## src/rtl/uart_cmd_decoder_pkg.sv

```systemverilog
// Shared types and constants for the UART command-frame decoder.
package uart_cmd_decoder_pkg;

  typedef enum logic [1:0] {
    IDLE = 2'd0,
    ADDR = 2'd1,
    DATA = 2'd2,
    CSUM = 2'd3
  } state_e;

  localparam logic [7:0] SYNC_DEFAULT = 8'h55;

endpackage

```

## src/rtl/uart_cmd_decoder_if.sv

```systemverilog
// Byte-stream handshake from the UART receiver plus the register-write bus.
interface uart_cmd_decoder_if;

  logic [7:0] rx_data;
  logic       rx_rdy;
  logic       rx_ack;
  logic       wr_stb;
  logic [7:0] wr_addr;
  logic [7:0] wr_data;
  logic [7:0] err_cnt;

  modport slave (
    input  rx_data, rx_rdy,
    output rx_ack, wr_stb, wr_addr, wr_data, err_cnt
  );

  modport master (
    output rx_data, rx_rdy,
    input  rx_ack, wr_stb, wr_addr, wr_data, err_cnt
  );

endinterface

```

## src/rtl/uart_cmd_decoder.sv

```systemverilog
// Decodes SYNC/ADDR/DATA/CSUM frames from a UART byte stream into register writes,
// counting bad checksums and inter-byte timeouts.
module uart_cmd_decoder
  import uart_cmd_decoder_pkg::*;
#(
  parameter int unsigned TIMEOUT = 256,
  parameter logic [7:0]  SYNC    = SYNC_DEFAULT
) (
  input  logic             baud_clk,
  input  logic             rst_n,
  uart_cmd_decoder_if.slave bus
);

  localparam int unsigned     TMR_W    = (TIMEOUT > 1) ? $clog2(TIMEOUT) : 1;
  localparam logic [TMR_W-1:0] TMR_LAST = TMR_W'(TIMEOUT - 1);

  state_e           state_q, state_d;
  logic [7:0]       addr_q, addr_d;
  logic [7:0]       data_q, data_d;
  logic [7:0]       sum_q, sum_d;
  logic [TMR_W-1:0] tmr_q, tmr_d;
  logic             rx_ack_q, rx_ack_d;
  logic             wr_stb_q, wr_stb_d;
  logic [7:0]       wr_addr_q, wr_addr_d;
  logic [7:0]       wr_data_q, wr_data_d;
  logic [7:0]       err_q, err_d;

  logic       consume;
  logic       err_inc;
  logic [7:0] sum_nx;

  // The ack cycle is blocked because upstream rx_rdy is still high then.
  assign consume = bus.rx_rdy && !rx_ack_q;
  assign sum_nx  = sum_q + bus.rx_data;

  always_comb begin
    state_d   = state_q;
    addr_d    = addr_q;
    data_d    = data_q;
    sum_d     = sum_q;
    tmr_d     = tmr_q;
    rx_ack_d  = consume;
    wr_stb_d  = 1'b0;
    wr_addr_d = wr_addr_q;
    wr_data_d = wr_data_q;
    err_inc   = 1'b0;

    case (state_q)
      IDLE: begin
        tmr_d = '0;
        if (consume && bus.rx_data == SYNC) begin
          state_d = ADDR;
          sum_d   = SYNC;
        end
      end
      ADDR, DATA: begin
        if (consume) begin
          if (state_q == ADDR) begin
            addr_d  = bus.rx_data;
            state_d = DATA;
          end else begin
            data_d  = bus.rx_data;
            state_d = CSUM;
          end
          sum_d = sum_nx;
          tmr_d = '0;
        end else if (tmr_q == TMR_LAST) begin
          state_d = IDLE;
          tmr_d   = '0;
          err_inc = 1'b1;
        end else begin
          tmr_d = tmr_q + TMR_W'(1);
        end
      end
      CSUM: begin
        if (consume) begin
          state_d = IDLE;
          tmr_d   = '0;
          if (sum_nx == 8'h00) begin
            wr_stb_d  = 1'b1;
            wr_addr_d = addr_q;
            wr_data_d = data_q;
          end else begin
            err_inc = 1'b1;
          end
        end else if (tmr_q == TMR_LAST) begin
          state_d = IDLE;
          tmr_d   = '0;
          err_inc = 1'b1;
        end else begin
          tmr_d = tmr_q + TMR_W'(1);
        end
      end
      default: state_d = IDLE;
    endcase

    err_d = (err_inc && err_q != 8'hFF) ? err_q + 8'd1 : err_q;
  end

  always_ff @(posedge baud_clk or negedge rst_n) begin
    if (!rst_n) begin
      state_q   <= IDLE;
      addr_q    <= '0;
      data_q    <= '0;
      sum_q     <= '0;
      tmr_q     <= '0;
      rx_ack_q  <= 1'b0;
      wr_stb_q  <= 1'b0;
      wr_addr_q <= '0;
      wr_data_q <= '0;
      err_q     <= '0;
    end else begin
      state_q   <= state_d;
      addr_q    <= addr_d;
      data_q    <= data_d;
      sum_q     <= sum_d;
      tmr_q     <= tmr_d;
      rx_ack_q  <= rx_ack_d;
      wr_stb_q  <= wr_stb_d;
      wr_addr_q <= wr_addr_d;
      wr_data_q <= wr_data_d;
      err_q     <= err_d;
    end
  end

  assign bus.rx_ack  = rx_ack_q;
  assign bus.wr_stb  = wr_stb_q;
  assign bus.wr_addr = wr_addr_q;
  assign bus.wr_data = wr_data_q;
  assign bus.err_cnt = err_q;

endmodule

```

## src/flat_wrapper.sv

```systemverilog
// flat-port wrapper written by rule: the top's interface ports become plain ports
module uart_cmd_decoder_flat import uart_cmd_decoder_pkg::*;
#(
  parameter int unsigned TIMEOUT = 256,
  parameter logic [7:0]  SYNC    = SYNC_DEFAULT
)
  (baud_clk, rst_n, bus_rx_data, bus_rx_rdy, bus_rx_ack, bus_wr_stb, bus_wr_addr, bus_wr_data, bus_err_cnt);
  uart_cmd_decoder_if bus_i ();
  input  logic baud_clk;
  input  logic rst_n;
  input wire logic [$bits(bus_i.rx_data)-1:0] bus_rx_data;
  input wire logic [$bits(bus_i.rx_rdy)-1:0] bus_rx_rdy;
  output wire logic [$bits(bus_i.rx_ack)-1:0] bus_rx_ack;
  output wire logic [$bits(bus_i.wr_stb)-1:0] bus_wr_stb;
  output wire logic [$bits(bus_i.wr_addr)-1:0] bus_wr_addr;
  output wire logic [$bits(bus_i.wr_data)-1:0] bus_wr_data;
  output wire logic [$bits(bus_i.err_cnt)-1:0] bus_err_cnt;
  assign bus_i.rx_data = bus_rx_data;
  assign bus_i.rx_rdy = bus_rx_rdy;
  assign bus_rx_ack = bus_i.rx_ack;
  assign bus_wr_stb = bus_i.wr_stb;
  assign bus_wr_addr = bus_i.wr_addr;
  assign bus_wr_data = bus_i.wr_data;
  assign bus_err_cnt = bus_i.err_cnt;
  uart_cmd_decoder #(.TIMEOUT(TIMEOUT), .SYNC(SYNC)) u_core (.baud_clk(baud_clk), .rst_n(rst_n), .bus(bus_i));
endmodule
```

## config.mk

```make
export PLATFORM = sky130hd
export DESIGN_NAME = uart_cmd_decoder_flat
export DESIGN_NICKNAME = d
export VERILOG_FILES = /design/src/rtl/uart_cmd_decoder_pkg.sv /design/src/rtl/uart_cmd_decoder_if.sv /design/src/rtl/uart_cmd_decoder.sv /design/src/flat_wrapper.sv
export SDC_FILE = /design/constraint.sdc
export NUM_CORES = 1
export LEC_CHECK = 0
export ABC_AREA = 1
export ABC_CLOCK_PERIOD_IN_PS = 2300
export BUFFER_PORTS_ARGS = -buffer_cell sky130_fd_sc_hd__buf_2
export CORE_MARGIN = 5
export CORE_UTILIZATION = 30
export CTS_BUF_LIST = sky130_fd_sc_hd__clkbuf_8
export DETAILED_ROUTE_END_ITERATION = 8
export PLACE_DENSITY = 0.58
export SYNTH_ARGS = -nofsm -noshare
export SYNTH_HDL_FRONTEND = slang
export SYNTH_SLANG_ARGS = --single-unit
```

## constraint.sdc

```tcl
create_clock -name baud_clk -period 2.3 [get_ports baud_clk]
set_clock_uncertainty 0.2 [all_clocks]
set_input_delay 0.115 -clock baud_clk [delete_from_list [all_inputs] [get_ports baud_clk]]
set_output_delay 0.115 -clock baud_clk [all_outputs]
set_load 0.05 [all_outputs]
```

==> reports/metrics.yaml, run 1 <==
core-area_um2: 10320
period_share_pct: 98.27
min_path_cells: 4
worst_path_max_delay_cell: "dfrtp_1"
cp_max_fo: 8
gp_congestion: 0.7837
ys_async_sr_fraction_pct: 100.0
syn-num-nets: 392
drtIter0Drc: 122
post_drt_wl_per_cell_um: 12.28
p_leak_uw: 0.002108
dpl-instance-area_um2: 3550
powerDensity_nw_per_um2: 1096
hold_ws_ps: 82.13
die_w_um: 112.7
root_buffer: "clkbuf_8"
max_slew_margin_pct: 69.93
clk_pin_slew_ps: 70
drive_above_1_share_pct: 22.58
crit_top_cell: "nand2_2"
cp_cell_sequence: "ha_2 -> fa_2 -> nand2_2 -> nand2_2 -> nand2_2 -> nand2_2 -> nand2_2 -> nand3_2 -> nor2_4 -> buf_12 -> nand4_4 -> nand2_2 -> nand2_1"
synth_cells: 366
yosys_most_used_dff: "dfrtp_1"
setup_violations: 0
final_core_util_pct: 38.38
final_area_um2: 3963
critPathBufInv: 1
synth_warnings: 0
min_to: "u_core.sum_q[0]"
instances_no_fill: 570
fin_nets: 455
rsz0062_at_grt: "yes"
tightest_slew_ps: 450.0
firstDrtPassIters: 4
cp-start-kind: "flip-flop"
dp_hpwl_mm: 4.896
cpPeakStageDelay_ps: 380
std_cell_rows: 37
r2r_start: "u_core.sum_q[0]"
required_ps: 2330
synth_cell_types: 36
route.vias.total: 2596
clockBufferDepth: 2
clkSinkCount: 60
ant_nets: 0
vias_per_cell: 4.554
status: "finished clean"
cp-end-kind: "flip-flop"
r2r.worst_path.cells: 13
grt_max_degree: 56
ys_ff_latch: 60
antennaDiodeCount: 0
die_y_um: 112.7
crit_family: "simple AND/OR/NAND/NOR gates"
overflow: 0
period_needed_ps: 2260
routed_wl_mm: 7.001
drv_cap: 0
synth_area_per_cell_um2: 8.646
die_area_um2: 12700
hold_viol_final: 0
cts.htree.levels: 3
place_inst: 538
synth_edf_count: 0
synth-seq-area-share_pct: 47.45
drc: 0
worstSetupPathType: "reg -> reg"
r2r-end: "u_core.bus.wr_addr[0]"
drv_slew: 0
cp_data_arrival_time_ps: 2290
finalSetupTns_ps: 0
tritoncts: "built"
r2r_setup_slack_ps: 40
grt_usage_pct: 11.79
netlist_area_um2: 3164
start_util_pct: 30.65
numCtsBuffers: 9
antenna_found_initial: 0
path_depth: 13
ir_drop_uv: 353.4
max_freq_ghz: 0.4424
clock_latency_ps: 340
port_buffers: 36
grt_pass1_vias: 2634
grt_pass1_wl_mm: 12.25
hp-start: "bus_rx_data[0]"
holdCritPathClass: "in -> reg"
fillers: 1037
ios: 37
area_growth_pct: 25.23
[placed cells by master, fill, tap and decap left out, drive strengths merged, types with 8 or more instances in the layout]
cell type    count
buf             47
clkbuf          10
dfrtp           60
dlygate4sd3     11
ha              14
inv             37
nand2          120
nand3           19
nand4           30
nor2            23
o21ai           26
xor2             8
[layout make-up]
class / count / area, µm² / area share, %
clock buffers: 10 / 137.6 / 3.473
flip-flops and latches: 60 / 1501 / 37.89
multi-input cells: 262 / 1535 / 38.74
inverters: 38 / 143.9 / 3.631
repair buffers: 58 / 410.4 / 10.36
well taps: 136 / 170.2 / 4.294
clock inverters: 6 / 63.81 / 1.610
[kinds of logic after synthesis]
| logic type | share of synthesized area (%) |
|---|---|
| simple gates | 30.80 |
| flops | 47.45 |
| xor+xnor | 3.321 |
| buf+inv | 6.129 |
| fa+ha+maj | 6.169 |
| compound gates | 6.129 |
[state kept, by name, indices dropped and copies added (netlist names)]
register and flops:
u_core.bus.wr_data 8, u_core.sum_q 8, u_core.tmr_q 8, u_core.bus.err_cnt 8, u_core.bus.rx_ack 1, u_core.bus.wr_stb 1, u_core.data_q 8, u_core.bus.wr_addr 8
u_core.addr_q 8, u_core.state_q 2
[power breakdown]
| part | internal (µW) | leakage (µW) | switching [µW] |
|---|---|---|---|
| registers | 1330 | 0.000792 | 181 |
| clock network | 527 | 0.0000983 | 428 |
| logic | 631 | 0.00122 | 1250 |
| total | 2490 | 0.00211 | 1850 |
[synth_stat cells (2+ instances only)]
cell type | number | area share (%)
a21oi_1 | 5 | 0.79
buf_2 | 4 | 0.63
buf_6 | 2 | 0.71
clkbuf_1 | 2 | 0.24
dfrtp_1 | 60 | 47
ha_1 | 14 | 5.5
inv_1 | 36 | 4.3
nand2_1 | 112 | 13
nand2_2 | 7 | 1.4
nand3_1 | 15 | 2.4
nand3_2 | 3 | 0.95
nand4_1 | 27 | 5.3
nor2_1 | 19 | 2.3
nor2_4 | 2 | 0.71
nor4_1 | 2 | 0.40
o21ai_0 | 26 | 4.1
xnor2_1 | 4 | 1.1
xor2_1 | 8 | 2.2
[stage by stage]
step | worst slack, ps | power, µW
floorplan | 64.76 | 2814
global placement | -43.72 | 3225
detailed placement | -68.42 | 3268
CTS | -27.95 | 4366
global route | -135.8 | 4716
finish | 39.74 | 4342
[how the worst max path moves through the flow]
stage / startpoint / end / slack, ps
after global routing: u_core.sum_q[0] / u_core.bus.wr_addr[3] / -140
after CTS: u_core.sum_q[0] / u_core.bus.wr_addr[0] / -30
after floorplan: u_core.sum_q[0] / u_core.bus.wr_addr[6] / 60
after detailed placement: u_core.sum_q[0] / u_core.bus.wr_addr[3] / -70
after global placement: u_core.sum_q[0] / u_core.bus.wr_data[6] / -40
final: u_core.sum_q[0] / u_core.bus.wr_addr[0] / 40
[worst reg2reg max path: cells and delay by family (launching register included)]
family                   cells  cell delay [ps]
flip-flops                   1              380
adder cells (fa/ha/maj)      2              570
AND/OR/NAND/NOR             10              870
buffers and inverters        1              130
[per-layer routing]
| layer | share of wire [%] | routed length, µm | track usage (%) |
|---|---|---|---|
| met4 | 1.3 | 94 | 5.288 |
| met1 | 49 | 3431 | 15.50 |
| met2 | 46 | 3219 | 18.96 |
| met5 | 0 | 0 | 0 |
| met3 | 3.7 | 257 | 2.139 |
[what timing repair did]
action,in CTS,in global routing
gates cloned,2,0
pin swaps,14,2
buffers inserted,2,1
gates resized for setup,8,3
endpoints found under the hold margin,77,0
hold buffers,11,0
endpoints found under the setup margin,24,29
Note: power is estimated with default switching activity, not from simulation.
==> run 2: changes to the inputs <==
- CORE_MARGIN: 5 -> 10
==> reports/metrics.yaml, run 2 (same netlist as run 1, synthesis figures left out) <==
r2r.worst_path.cells: 11  # -2
total_power_uw: 4372  # +0.70%
drc: 0  # unchanged
numCtsBuffers: 9  # unchanged
cp-end-kind: "flip-flop"
die_y_um: 122.7  # +8.9%
core-area_um2: 10320  # unchanged
cp-start-kind: "flip-flop"
cp_data_arrival_time_ps: 2290  # about the same
ant_nets: 0  # unchanged
layout_common_cells: "104 x nand2_1, 60 x dfrtp_1, 37 x inv_1, 36 x buf_2, 27 x nand4_1"
wl_met3_um: 318  # +24%
worstSetupPathType: "reg -> reg"
vias_per_cell: 4.568  # +0.30%
ios: 37  # unchanged
r2r-end: "u_core.bus.wr_addr[4]"
clkSinkCount: 60  # unchanged
routed.top_layer: "met4"
firstDrtPassIters: 4  # unchanged
clockBufferDepth: 2  # unchanged
crit_start: "u_core.sum_q[0]"
grt_usage_pct: 10.19  # -1.6 points
max_slew_margin_pct: 69.06  # -0.87 points
drv_slew: 0  # unchanged
route.vias.total: 2581  # -0.58%
hold_ws_ps: 115.7  # +33.56 ps
post_drt_wl_per_cell_um: 12.79  # +4.1%
m1WireLength_mm: 3.493  # +1.8%
overflow: 0  # unchanged
clk_pin_slew_ps: 70  # about the same
routed_wl_mm: 7.227  # +3.2%
die_w_um: 122.7  # +8.9%
cts.htree.levels: 3  # unchanged
grt_pass1_wl_mm: 12.25  # about the same
ir_drop_uv: 343.3  # -2.9%
root_buffer: "clkbuf_8"
r2r_setup_slack_ps: 30  # about the same
setup_violations: 0  # unchanged
drv_cap: 0  # unchanged
status: "finished clean"
hold_viol_final: 0  # unchanged
p_leak_uw: 0.002101  # -0.30%
drtIter0Drc: 138  # +13%
max_freq_ghz: 0.4405  # -0.44%
wl_met2_mm: 3.280  # +1.9%
antennaDiodeCount: 0  # unchanged
holdCritPathClass: "in -> async"
tightest_slew_ps: 463.0  # +12.96 ps
grt_max_degree: 61  # +8.9%
finalSetupTns_ps: 0  # unchanged
layout_commonest_cell: "nand2_1"
gp_congestion: 0.7847  # +0.13%
die_area_um2: 15060  # +19%
r2r_start: "u_core.sum_q[0]"
clock_latency_ps: 340  # about the same
powerDensity_nw_per_um2: 1101  # +0.45%
area_growth_pct: 25.54
period_needed_ps: 2270  # +9.994 ps
tritoncts: "built"
crit_end: "u_core.bus.wr_addr[4]"
drive_above_1_share_pct: 23.54  # +0.96 points
period_share_pct: 98.71  # +0.43 points
cp_max_fo: 8  # unchanged
fin_nets: 452  # -0.66%
required_ps: 2320  # about the same
start_util_pct: 30.65  # unchanged
rsz0062_at_grt: "yes"
antenna_found_initial: 0  # unchanged
dp_hpwl_mm: 5.011  # +2.3%
port_buffers: 36  # unchanged
std_cell_rows: 37  # unchanged
grt_pass1_vias: 2536  # -3.7%
-- run 2: cell types whose count changed in the layout (fill, tap and decap cells not counted), sizes merged --
cell,before,now
buf,47,45
dlygate4sd3,11,10
clkinv,4,1
inv,37,39
clkinvlp,2,0
clkbuf,10,11
-- run 2: metrics by stage --
step,cell area [µm²],instances,util [%],setup WS [ps]
2_1_floorplan,3164,366,-,64.76
6_report,3973,565,38.48,29.74
4_1_cts,3916,564,37.93,13.17
3_5_place_dp,3542,537,34.31,-93.00
5_1_grt,3973,565,38.48,-100.6
3_3_place_gp,3542,537,34.31,-45.45
-- run 2: what timing repair did --
action,4_1_cts,5_1_grt
pin swaps,4,11
hold buffers,10,0
resized for setup,8,14
endpoints found under the hold margin,77,0
buffers inserted,1,1
cloned,2,0
setup endpoints to repair,24,31
-- run 2: worst min-delay path by stage --
stage / start / end / slack [ps]
2_1_floorplan: rst_n / u_core.addr_q[0] / -380
3_3_place_gp: rst_n / u_core.bus.err_cnt[3] / -50
3_5_place_dp: rst_n / u_core.bus.err_cnt[3] / -40
4_1_cts: bus_rx_data[0] / u_core.sum_q[0] / 90
5_1_grt: rst_n / u_core.bus.err_cnt[4] / 140
6_report: rst_n / u_core.bus.err_cnt[3] / 120
-- run 2: layer usage --
layer / vias to the layer above / track usage, %
met2: 42 / 16.10
met1: 1203 / 13.01
met3: 12 / 1.974
met5: - / 0
met4: 0 / 5.081
li1: 1324 / -
-- run 2: final cells by class --
cell class / instances / area [µm²]
tap: 136 / 170.2
clock buffer: 11 / 151.4
inverter: 38 / 145.1
fill: 1036 / 6351
clock inverter: 3 / 38.79
timing repair buffer: 55 / 389.1
sequential: 60 / 1501
multi-input combinational: 262 / 1577
-- run 2: critical path, cell delays in order (launching register included) --
cell     delay, ps
dfrtp_1        390
ha_2           190
fa_2           420
nor2_2          90
nand2_1         60
nor2_2         140
nand3_2        100
nor2_4         110
buf_12         130
nand4_4        160
nand2_1        120
nand2_1         50
-- run 2: where the power goes --
group,switching [µW],total (µW),internal (µW)
sequential,188,1520,1330
clock,411,953,542
combinational,1270,1900,633
total,1870,4370,2510
==> run 3: changes to the inputs <==
==> constraint.sdc (replaced) <==
create_clock -name baud_clk -period 2.3 [get_ports baud_clk]
set_clock_uncertainty 0.2 [all_clocks]
set_input_delay 0 -clock baud_clk [delete_from_list [all_inputs] [get_ports baud_clk]]
set_output_delay 0 -clock baud_clk [all_outputs]
set_load 0.05 [all_outputs]
==> reports/metrics.yaml, run 3 (same netlist as run 1, synthesis figures left out) <==
status: "finished clean"
clockBufferDepth: 2  # unchanged
grt_pass1_wl_mm: 12.28  # +0.29%
clkSinkCount: 60  # unchanged
overflow: 0  # unchanged
max_slew_margin_pct: 49.05  # -20 points
tightest_slew_ps: 764.3  # +301.3 ps
cp_data_arrival_time_ps: 2310  # +20 ps
drv_cap: 0  # unchanged
die_y_um: 122.7  # unchanged
layout_common_cells: "105 x nand2_1, 60 x dfrtp_1, 36 x inv_1, 36 x buf_2, 27 x nand4_1"
r2r_start: "u_core.sum_q[0]"
holdCritPathClass: "in -> async"
die_w_um: 122.7  # unchanged
hold_viol_final: 0  # unchanged
setup_violations: 0  # unchanged
area_growth_pct: 25.31
cts.htree.levels: 3  # unchanged
dp_hpwl_mm: 4.917  # -1.9%
fillers: 1051  # +1.4%
final_area_um2: 3965  # -0.19%
drv_slew: 0  # unchanged
r2r-end: "u_core.bus.wr_data[0]"
std_cell_rows: 37  # unchanged
route.vias.total: 2585  # +0.15%
firstDrtPassIters: 4  # unchanged
max_freq_ghz: 0.4370  # -0.80%
period_share_pct: 99.50  # +0.79 points
drtIter0Drc: 123  # -11%
cpPeakStageDelay_ps: 590  # +170 ps
worst_path_max_delay_cell: "dlygate4sd3_1"
die_area_um2: 15060  # unchanged
clock_latency_ps: 340  # about the same
r2r_setup_slack_ps: 20  # about the same
rsz0062_at_grt: "yes"
cp-start-kind: "input pin"
gp_congestion: 0.7862  # +0.19%
cp_cell_sequence: "buf_2 -> dlygate4sd3_1 -> ha_2 -> fa_2 -> nor2_2 -> nand2_1 -> nor2_2 -> nand3_2 -> nor2_4 -> buf_12 -> nand4_4 -> nand2_2 -> nand2_1"
core-area_um2: 10320  # unchanged
start_util_pct: 30.65  # unchanged
post_drt_wl_per_cell_um: 12.59  # -1.5%
r2r.worst_path.cells: 11  # unchanged
antennaDiodeCount: 0  # unchanged
grt_max_degree: 61  # unchanged
tritoncts: "built"
drive_above_1_share_pct: 23.56  # about the same
dpl-instance-area_um2: 3530  # -0.35%
layout_commonest_cell: "nand2_1"
grt_pass1_vias: 2531  # -0.20%
vias_per_cell: 4.543  # -0.55%
antenna_found_initial: 0  # unchanged
fin_nets: 454  # +0.44%
numCtsBuffers: 9  # unchanged
instances_no_fill: 569  # +0.71%
ios: 37  # unchanged
clk_pin_slew_ps: 70  # about the same
port_buffers: 36  # unchanged
powerDensity_nw_per_um2: 1105  # +0.39%
period_needed_ps: 2288  # +18.21 ps
cp-end-kind: "flip-flop"
cp_max_fo: 5  # -3
root_buffer: "clkbuf_8"
routed_wl_mm: 7.166  # -0.84%
grt_usage_pct: 10.15  # -0.033 points
ant_nets: 0  # unchanged
ir_drop_uv: 386.9  # +13%
p_leak_uw: 0.002099  # -0.13%
drc: 0  # unchanged
worstSetupPathType: "in -> reg"
total_power_uw: 4381  # +0.20%
required_ps: 2330  # about the same
place_inst: 537  # unchanged
-- run 3: cell types whose count changed in the layout (fill, tap and decap cells not counted), sizes merged --
cell      delta
buf          +1
clkinvlp     +2
clkbuf       -1
clkinv       +2
nand2        +1
inv          -1
-- run 3: critical path, delay by kind of cell --
family                   cells  cell delay (ps)
buffers and inverters        3              830
adder cells (fa/ha/maj)      2              640
AND/OR/NAND/NOR              8              830
-- run 3: routing by layer --
metal	part of all wire, %	vias up	GRT usage, %	routed length (µm)
li1	-	1342	-	-
met1	48	1198	13.44	3449
met2	46	41	15.46	3296
met3	4.9	4	2.801	348
met4	1.0	0	3.756	72
met5	0	-	0	0
-- run 3: worst max path at each step --
stage                     depth (start not counted)  slack, ps                    end       startpoint
final                                            13         10  u_core.bus.wr_data[0]   bus_rx_data[0]
after global routing                             11        -90  u_core.bus.wr_addr[6]  u_core.sum_q[0]
after CTS                                        11        -30  u_core.bus.wr_addr[0]  u_core.sum_q[0]
after detailed placement                         10        -80  u_core.bus.wr_data[6]  u_core.sum_q[0]
after global placement                           10        -50  u_core.bus.wr_addr[3]  u_core.sum_q[0]
after floorplan                                  11         60  u_core.bus.wr_addr[6]  u_core.sum_q[0]
-- run 3: layout make-up --
type | instances | area, µm² | area share, %
multi-input combinational | 263 | 1563 | 39.41
clock inverter | 6 | 63.81 | 1.609
clock buffer | 10 | 137.6 | 3.471
timing repair buffer | 56 | 384.1 | 9.688
tap | 136 | 170.2 | 4.292
sequential | 60 | 1501 | 37.87
inverter | 38 | 145.1 | 3.660
-- run 3: where the power goes --
part	internal (µW)	switching, µW	total (µW)	leakage (µW)
sequential	1330	182	1510	0.000792
combinational	630	1290	1920	0.00121
clock	527	426	953	0.0000983
total	2490	1890	4380	0.00210
-- run 3: metrics by stage --
step                setup slack [ps]  utilization (%)  hold slack [ps]  setup TNS [ps]
finish                         11.53            38.41            158.8               0
global route                  -92.48            38.41            220.3           -1482
CTS                           -28.38            37.81            183.3          -137.9
detailed placement            -82.30            34.19            24.41           -1434
global placement              -45.79            34.19            15.96          -664.7
floorplan                      64.76                -           -495.6               0
-- run 3: timing repair --
action,in CTS,in global routing
buffers inserted,1,2
setup endpoints to repair,24,26
hold buffers,10,0
resized for setup,5,14
endpoints found under the hold margin,79,0
pin swaps,13,11
cloned,3,0
